### src/rtl/seg_scan_ctrl_pkg.sv
// Shared display definitions for the seven-segment scan controller.
// Holds the digit-index width and the active-low {g,f,e,d,c,b,a} hex patterns.
// Imported by hex7seg and seg_scan_ctrl.
package seg_scan_ctrl_pkg;

  localparam int SEL_W = 3;

  // Active-low, common-anode patterns, bit order {g,f,e,d,c,b,a}.
  localparam logic [6:0] SEG_OFF = 7'h7F;
  localparam logic [6:0] SEG_0   = 7'h40;
  localparam logic [6:0] SEG_1   = 7'h79;
  localparam logic [6:0] SEG_2   = 7'h24;
  localparam logic [6:0] SEG_3   = 7'h30;
  localparam logic [6:0] SEG_4   = 7'h19;
  localparam logic [6:0] SEG_5   = 7'h12;
  localparam logic [6:0] SEG_6   = 7'h02;
  localparam logic [6:0] SEG_7   = 7'h78;
  localparam logic [6:0] SEG_8   = 7'h00;
  localparam logic [6:0] SEG_9   = 7'h10;
  localparam logic [6:0] SEG_A   = 7'h08;
  localparam logic [6:0] SEG_B   = 7'h03;  // lowercase b
  localparam logic [6:0] SEG_C   = 7'h46;
  localparam logic [6:0] SEG_D   = 7'h21;  // lowercase d
  localparam logic [6:0] SEG_E   = 7'h06;
  localparam logic [6:0] SEG_F   = 7'h0E;

endpackage

### src/rtl/hex7seg.sv
// Purpose: combinational 4-bit nibble to active-low seven-segment pattern.
// Latency: zero cycles (pure combinational).
// Backpressure: none; output follows input.
// Ports: nib_i (4) nibble to display; seg_n_o (7) pattern {g,f,e,d,c,b,a}, active-low.
module hex7seg
  import seg_scan_ctrl_pkg::*;
(
  input  logic [3:0] nib_i,
  output logic [6:0] seg_n_o
);

  always_comb begin
    seg_n_o = SEG_OFF;
    case (nib_i)
      4'h0: seg_n_o = SEG_0;
      4'h1: seg_n_o = SEG_1;
      4'h2: seg_n_o = SEG_2;
      4'h3: seg_n_o = SEG_3;
      4'h4: seg_n_o = SEG_4;
      4'h5: seg_n_o = SEG_5;
      4'h6: seg_n_o = SEG_6;
      4'h7: seg_n_o = SEG_7;
      4'h8: seg_n_o = SEG_8;
      4'h9: seg_n_o = SEG_9;
      4'hA: seg_n_o = SEG_A;
      4'hB: seg_n_o = SEG_B;
      4'hC: seg_n_o = SEG_C;
      4'hD: seg_n_o = SEG_D;
      4'hE: seg_n_o = SEG_E;
      4'hF: seg_n_o = SEG_F;
      default: seg_n_o = SEG_OFF;
    endcase
  end

endmodule

### src/rtl/seg_scan_ctrl.sv
// Purpose: time-multiplexed 8-digit seven-segment scan controller for the debug display.
// Latency: seg_n_o/dp_n_o are registered and lag sel_o by one clock; the blanking window hides the lag.
// Backpressure: none; load_i is a one-cycle strobe always accepted.
// Ports: clk, rst_n (async active-low); data_i (32) display word, nibble k on digit k;
//   load_i strobe capturing data_i/dp_i; dp_i (8) decimal points, active-high;
//   sel_o (3) digit index to decoder38; seg_n_o (7) {g,f,e,d,c,b,a} active-low; dp_n_o active-low.
// Build option: define LEADING_ZERO_BLANK_EN to blank leading zero digits (digit 0 always shown).
module seg_scan_ctrl
  import seg_scan_ctrl_pkg::*;
#(
  parameter int CLK_DIV    = 100000,
  parameter int NUM_DIGITS = 8,
  parameter int GHOST_CYC  = 2
)
(
  input  logic             clk,
  input  logic             rst_n,
  input  logic [31:0]      data_i,
  input  logic             load_i,
  input  logic [7:0]       dp_i,
  output logic [SEL_W-1:0] sel_o,
  output logic [6:0]       seg_n_o,
  output logic             dp_n_o
);

  localparam int PRE_W = $clog2(CLK_DIV);

  logic [PRE_W-1:0] pre_q;
  logic [PRE_W-1:0] pre_nxt;
  logic             tick;
  logic             blank_nxt;
  logic             last_dig;
  logic [31:0]      shadow_q;
  logic [7:0]       shadow_dp_q;
  logic [3:0]       nib;
  logic [6:0]       hex_pat;
  logic [6:0]       seg_pat;
  logic             dp_bit;

  assign tick     = (pre_q == PRE_W'(CLK_DIV - 1));
  assign pre_nxt  = tick ? '0 : pre_q + 1'b1;
  assign last_dig = (sel_o == SEL_W'(NUM_DIGITS - 1));

  // Blanking is decided on the prescaler value the output register will
  // coincide with, so the first clock of a slot (where sel_o has already
  // moved but the pattern would still be the previous digit's) is dark.
  assign blank_nxt = (pre_nxt < PRE_W'(GHOST_CYC));

  assign nib    = shadow_q[{sel_o, 2'b00} +: 4];
  assign dp_bit = shadow_dp_q[sel_o];

  hex7seg u_hex7seg (
    .nib_i   (nib),
    .seg_n_o (hex_pat)
  );

`ifdef LEADING_ZERO_BLANK_EN
  // lead_zero[k] is set when nibble k and every scanned nibble above it are zero.
  logic [7:0] lead_zero;

  always_comb begin
    logic run;
    run       = 1'b1;
    lead_zero = '0;
    for (int k = NUM_DIGITS - 1; k >= 0; k--) begin
      run          = run & (shadow_q[4*k +: 4] == 4'h0);
      lead_zero[k] = run;
    end
  end

  assign seg_pat = (lead_zero[sel_o] && (sel_o != '0)) ? SEG_OFF : hex_pat;
`else
  assign seg_pat = hex_pat;
`endif

  // Prescaler: free-running, never disturbed by loads.
  always_ff @(posedge clk or negedge rst_n) begin
    if (!rst_n) begin
      pre_q <= '0;
    end else begin
      pre_q <= pre_nxt;
    end
  end

  // Scan index advances once per slot and wraps at the last scanned digit.
  always_ff @(posedge clk or negedge rst_n) begin
    if (!rst_n) begin
      sel_o <= '0;
    end else if (tick) begin
      sel_o <= last_dig ? '0 : sel_o + 1'b1;
    end
  end

  // Shadow registers; a load coinciding with a tick is fine because the
  // new slot's first pattern is only sampled after the blanking clock.
  always_ff @(posedge clk or negedge rst_n) begin
    if (!rst_n) begin
      shadow_q    <= '0;
      shadow_dp_q <= '0;
    end else if (load_i) begin
      shadow_q    <= data_i;
      shadow_dp_q <= dp_i;
    end
  end

  always_ff @(posedge clk or negedge rst_n) begin
    if (!rst_n) begin
      seg_n_o <= SEG_OFF;
      dp_n_o  <= 1'b1;
    end else if (blank_nxt) begin
      seg_n_o <= SEG_OFF;
      dp_n_o  <= 1'b1;
    end else begin
      seg_n_o <= seg_pat;
      dp_n_o  <= ~dp_bit;
    end
  end

endmodule

### config.mk
export PLATFORM = sky130hd
export DESIGN_NAME = seg_scan_ctrl
export DESIGN_NICKNAME = d
export VERILOG_FILES = /design/src/rtl/seg_scan_ctrl_pkg.sv /design/src/rtl/hex7seg.sv /design/src/rtl/seg_scan_ctrl.sv
export SDC_FILE = /design/constraint.sdc
export NUM_CORES = 1
export LEC_CHECK = 0
export ABC_AREA = 1
export BUFFER_PORTS_ARGS = -buffer_cell sky130_fd_sc_hd__buf_2
export CAP_MARGIN = 20
export CORE_UTILIZATION = 40
export CTS_CLUSTER_DIAMETER = 120
export DETAILED_ROUTE_END_ITERATION = 12
export GPL_TIMING_DRIVEN = 0
export PLACE_DENSITY_LB_ADDON = 0.3
export SYNTH_ARGS = -nofsm -noshare
export SYNTH_HDL_FRONTEND = slang
export SYNTH_HIERARCHICAL = 1
export SYNTH_SLANG_ARGS = --single-unit
export TNS_END_PERCENT = 10
### constraint.sdc
create_clock -name clk -period 2.02 [get_ports clk]
set_input_delay 0.101 -clock clk [delete_from_list [all_inputs] [get_ports clk]]
set_output_delay 0.101 -clock clk [all_outputs]
set_load 0.01 [all_outputs]
==> run_summary.xml <==
<?xml version="1.0" encoding="UTF-8"?>
<metrics>
  <group name="outcome">
    <metric name="run_status" unit="">finished, final reports clean</metric>
  </group>
  <group name="synth">
    <metric name="postSynthCellCount" unit="">448</metric>
    <metric name="syn-mean-instance-area" unit="um2">7.99</metric>
    <metric name="syn_area" unit="um2">3580</metric>
    <metric name="post_syn_nets" unit="">501</metric>
    <metric name="synth.distinct_cells" unit="">28</metric>
    <metric name="synth_enable_flop_cells" unit="">0</metric>
    <metric name="synth-async-reset-ratio" unit="%">100</metric>
    <metric name="yosys_warnings" unit="">6</metric>
    <metric name="synth-main-ff-cell" unit="">dfrtp_1</metric>
    <metric name="yosys_register_bits" unit="">68</metric>
    <metric name="seq_area_frac_synth" unit="%">47.8</metric>
  </group>
  <group name="grt">
    <metric name="globalRoute.totalOverflow" unit="">0</metric>
    <metric name="combined_global_route_utilization_of_all_metal_layers" unit="%">20.5</metric>
    <metric name="first_global_vias" unit="">3459</metric>
    <metric name="grt_antenna_before_repair" unit="">0</metric>
    <metric name="grt_first_pass_wirelength" unit="um">15300</metric>
    <metric name="grt_max_degree" unit="">69</metric>
  </group>
  <group name="power">
    <metric name="vdd_ir_drop_max" unit="uV">339</metric>
    <metric name="power.density" unit="nW/um2">641</metric>
    <metric name="report.power.total" unit="mW">3.19</metric>
    <metric name="power.leakage" unit="nW">2.44</metric>
  </group>
  <group name="worst_setup_path">
    <metric name="cp_max_fo" unit="">5</metric>
    <metric name="worst-endpoint-arrival" unit="ns">2.30</metric>
    <metric name="cp.buffers_inverters" unit="">3</metric>
    <metric name="worstRegToRegCells" unit="">13</metric>
    <metric name="top_family_by_delay_on_critical_path" unit="">compound AO/OA/AOI/OAI gates</metric>
    <metric name="crit-reg2reg-capture" unit="">seg_n_o[5]</metric>
    <metric name="crit_path_end_kind" unit="">register</metric>
    <metric name="r2r_slack" unit="ns">0.004</metric>
    <metric name="critical_path.cell_chain" unit="">buf_6 &gt; buf_6 &gt; nand2_2 &gt; o21ai_2 &gt; a221oi_2 &gt; a31oi_4 &gt; ha_1 &gt; nand2_1 &gt; o21ai_1 &gt; nand2_1 &gt; nand2_1 &gt; inv_1 &gt; nand2_1</metric>
    <metric name="worst_path_most_repeated_cell" unit="">nand2_1</metric>
    <metric name="cp-start-kind" unit="">register</metric>
    <metric name="r2r_start" unit="">sel_o[0]</metric>
    <metric name="timing.critical_path.slowest_stage_cell" unit="">dfrtp_1</metric>
    <metric name="total_stage_count_of_the_critical_path" unit="">13</metric>
    <metric name="timing.critical_path.slowest_cell_delay" unit="ns">0.41</metric>
    <metric name="critPathKind" unit="">reg -&gt; reg</metric>
    <metric name="cp_data_required_time" unit="ns">2.30</metric>
  </group>
  <group name="clock_tree">
    <metric name="cts_tree" unit="">yes</metric>
    <metric name="clock_latency" unit="ns">0.36</metric>
    <metric name="ctsLongestPathBuffers" unit="">2</metric>
    <metric name="cts-root-buf" unit="">clkbuf_8</metric>
    <metric name="htree_num_levels" unit="">3</metric>
    <metric name="tritoncts_num_sinks" unit="">68</metric>
    <metric name="cts-buffers-inserted" unit="">9</metric>
    <metric name="clk_pin_slew_worst_paths" unit="ns">0.08</metric>
  </group>
  <group name="worst_hold_path">
    <metric name="min_path_cells" unit="">3</metric>
    <metric name="min-delay-start" unit="">data_i[5]</metric>
    <metric name="whs_endpoint" unit="">shadow_q[5]</metric>
    <metric name="holdCritPathClass" unit="">in -&gt; reg</metric>
  </group>
  <group name="sta">
    <metric name="setup_repair_after_global_routing_missed_its_margin" unit="">true</metric>
    <metric name="final_hold_viol_count" unit="">0</metric>
    <metric name="finalSetupViolations" unit="">0</metric>
    <metric name="achievable-frequency" unit="MHz">496</metric>
    <metric name="hold_ws" unit="ns">0.0194</metric>
    <metric name="tightestPinTransition" unit="ns">0.858</metric>
    <metric name="max-slew-margin-rel" unit="%">42.8</metric>
    <metric name="layout_min_cycle_time" unit="ns">2.02</metric>
    <metric name="finClkSkew" unit="ns">0.0122</metric>
    <metric name="finalCritPeriodShare" unit="%">99.8</metric>
    <metric name="slew_viol_final" unit="">0</metric>
  </group>
  <group name="final_layout">
    <metric name="final_net_count" unit="">617</metric>
    <metric name="multi_input_area" unit="um2">1700</metric>
    <metric name="post-route-util" unit="%">57.4</metric>
    <metric name="seqCellArea" unit="um2">1710</metric>
    <metric name="fill_cells" unit="">807</metric>
    <metric name="final_common_cell" unit="">nand2_1</metric>
    <metric name="layout.cells.most_common_list" unit="">nand2_1 (103), inv_1 (66), dfrtp_1 (59)</metric>
    <metric name="areaGrowthSynthToFinish" unit="%">39.0</metric>
    <metric name="final_layout_size_suffix_gt1_share" unit="%">28.1</metric>
    <metric name="antenna-diode-count" unit="">0</metric>
  </group>
  <group name="detailed_routing">
    <metric name="route.vias.total" unit="">3292</metric>
    <metric name="detailedRoute.firstPassIterationCount" unit="">4</metric>
    <metric name="finalWirelength" unit="um">9230</metric>
    <metric name="drtIter0Drc" unit="">99</metric>
    <metric name="post-route-drc-count" unit="">0</metric>
    <metric name="routed_via_density" unit="">4.86</metric>
    <metric name="ant_nets" unit="">0</metric>
    <metric name="wl_per_cell" unit="um">13.6</metric>
  </group>
  <group name="floorplanning">
    <metric name="count_of_boundary_i_o_pins" unit="">54</metric>
    <metric name="fp.coreArea" unit="um2">8680</metric>
    <metric name="start_util" unit="%">41.3</metric>
    <metric name="dieHeight" unit="um">96.6</metric>
    <metric name="die_area" unit="um2">9330</metric>
    <metric name="rows" unit="">34</metric>
    <metric name="die_w" unit="um">96.6</metric>
  </group>
  <group name="placed_design">
    <metric name="hpwl" unit="um">5960</metric>
    <metric name="routabilityCongestion" unit="">0.882</metric>
    <metric name="buffer_ports.inserted" unit="">52</metric>
  </group>
  <group name="flow_run">
    <metric name="max_cap_violations" unit="">0</metric>
  </group>
</metrics>
-- worst max-delay path by stage --
stage,from,to,slack (ns)
final,sel_o[0],seg_n_o[5],0.004
after global routing,sel_o[0],seg_n_o[3],-0.14
after CTS,sel_o[0],seg_n_o[3],-0.01
after detailed placement,sel_o[1],seg_n_o[3],-0.38
after global placement,sel_o[1],seg_n_o[3],-0.37
after floorplan,sel_o[0],seg_n_o[3],0.002
-- synth_stat cells (6+ instances only) --
cell,count,area [um2]
nor2_2,6,37.5
nand3_1,30,150
ha_1,10,125
a21oi_1,20,100
nand2_1,107,402
nor2_1,28,105
mux2_2,14,158
clkbuf_1,11,41.3
nand4_1,6,37.5
inv_1,70,263
dfstp_2,8,210
dfrtp_1,60,1500
o21ai_0,45,225
-- metal layers --
layer / GRT usage, % / share of wire (%)
met5: 0 / 0
met4: 6.31 / 1.4
met3: 6.29 / 4.5
met2: 36.7 / 51
met1: 23.3 / 43
-- kinds of logic after synthesis --
group	after synthesis	share of synthesized area, %
AO/OA/AOI/OAI	78	11.8
XOR/XNOR	4	0.978
adder cells (fa/ha/maj)	10	3.49
buffers and inverters	92	9.96
flip-flops	68	47.8
multiplexers	14	4.40
AND/OR/NAND/NOR	182	21.6
-- tightest hold or removal path: cells and delay by family --
family / cells / cell delay, ns
AO/OA/AOI/OAI: 1 / 0.08
buffers and inverters: 1 / 0.10
AND/OR/NAND/NOR: 1 / 0.05
-- where the power goes --
group	internal, mW	switching [mW]
clock network	0.614	0.572
logic	0.237	0.257
registers	1.48	0.0348
-- through the flow --
stage          area [um2]  std cells  TNS [ns]  worst slack [ns]
6_report             4980        677         0           0.00429
3_5_place_dp         4000        608     -2.32            -0.377
2_1_floorplan        3600        448         0           0.00222
3_3_place_gp         4000        608     -2.28            -0.368
4_1_cts              4800        674   -0.0122           -0.0109
5_1_grt              4980        677    -0.679            -0.145
-- registers in the layout, summed over array words and instances (netlist names) --
signal	count
seg_n_o	7
shadow_q	32
pre_q	17
sel_o	3
shadow_dp_q	8
dp_n_o	1
-- repair_timing --
item                       in CTS  in global routing
pin swaps                       7                  9
setup buffers                  10                  3
hold endpoints to repair       99                  0
hold buffers                   40                  0
resized for setup              31                 36
setup endpoints to repair       7                  8
-- area by class of cell --
type / count / share of cell area [%]
clock buffers: 10 / 2.77
flip-flops and latches: 68 / 34.4
inverters: 77 / 6.26
plain buffers: 15 / 2.56
repair buffers: 105 / 15.7
clock inverters: 6 / 1.43
well taps: 108 / 2.71
multi-input cells: 288 / 34.2
Power figures use the tool's default switching activity.
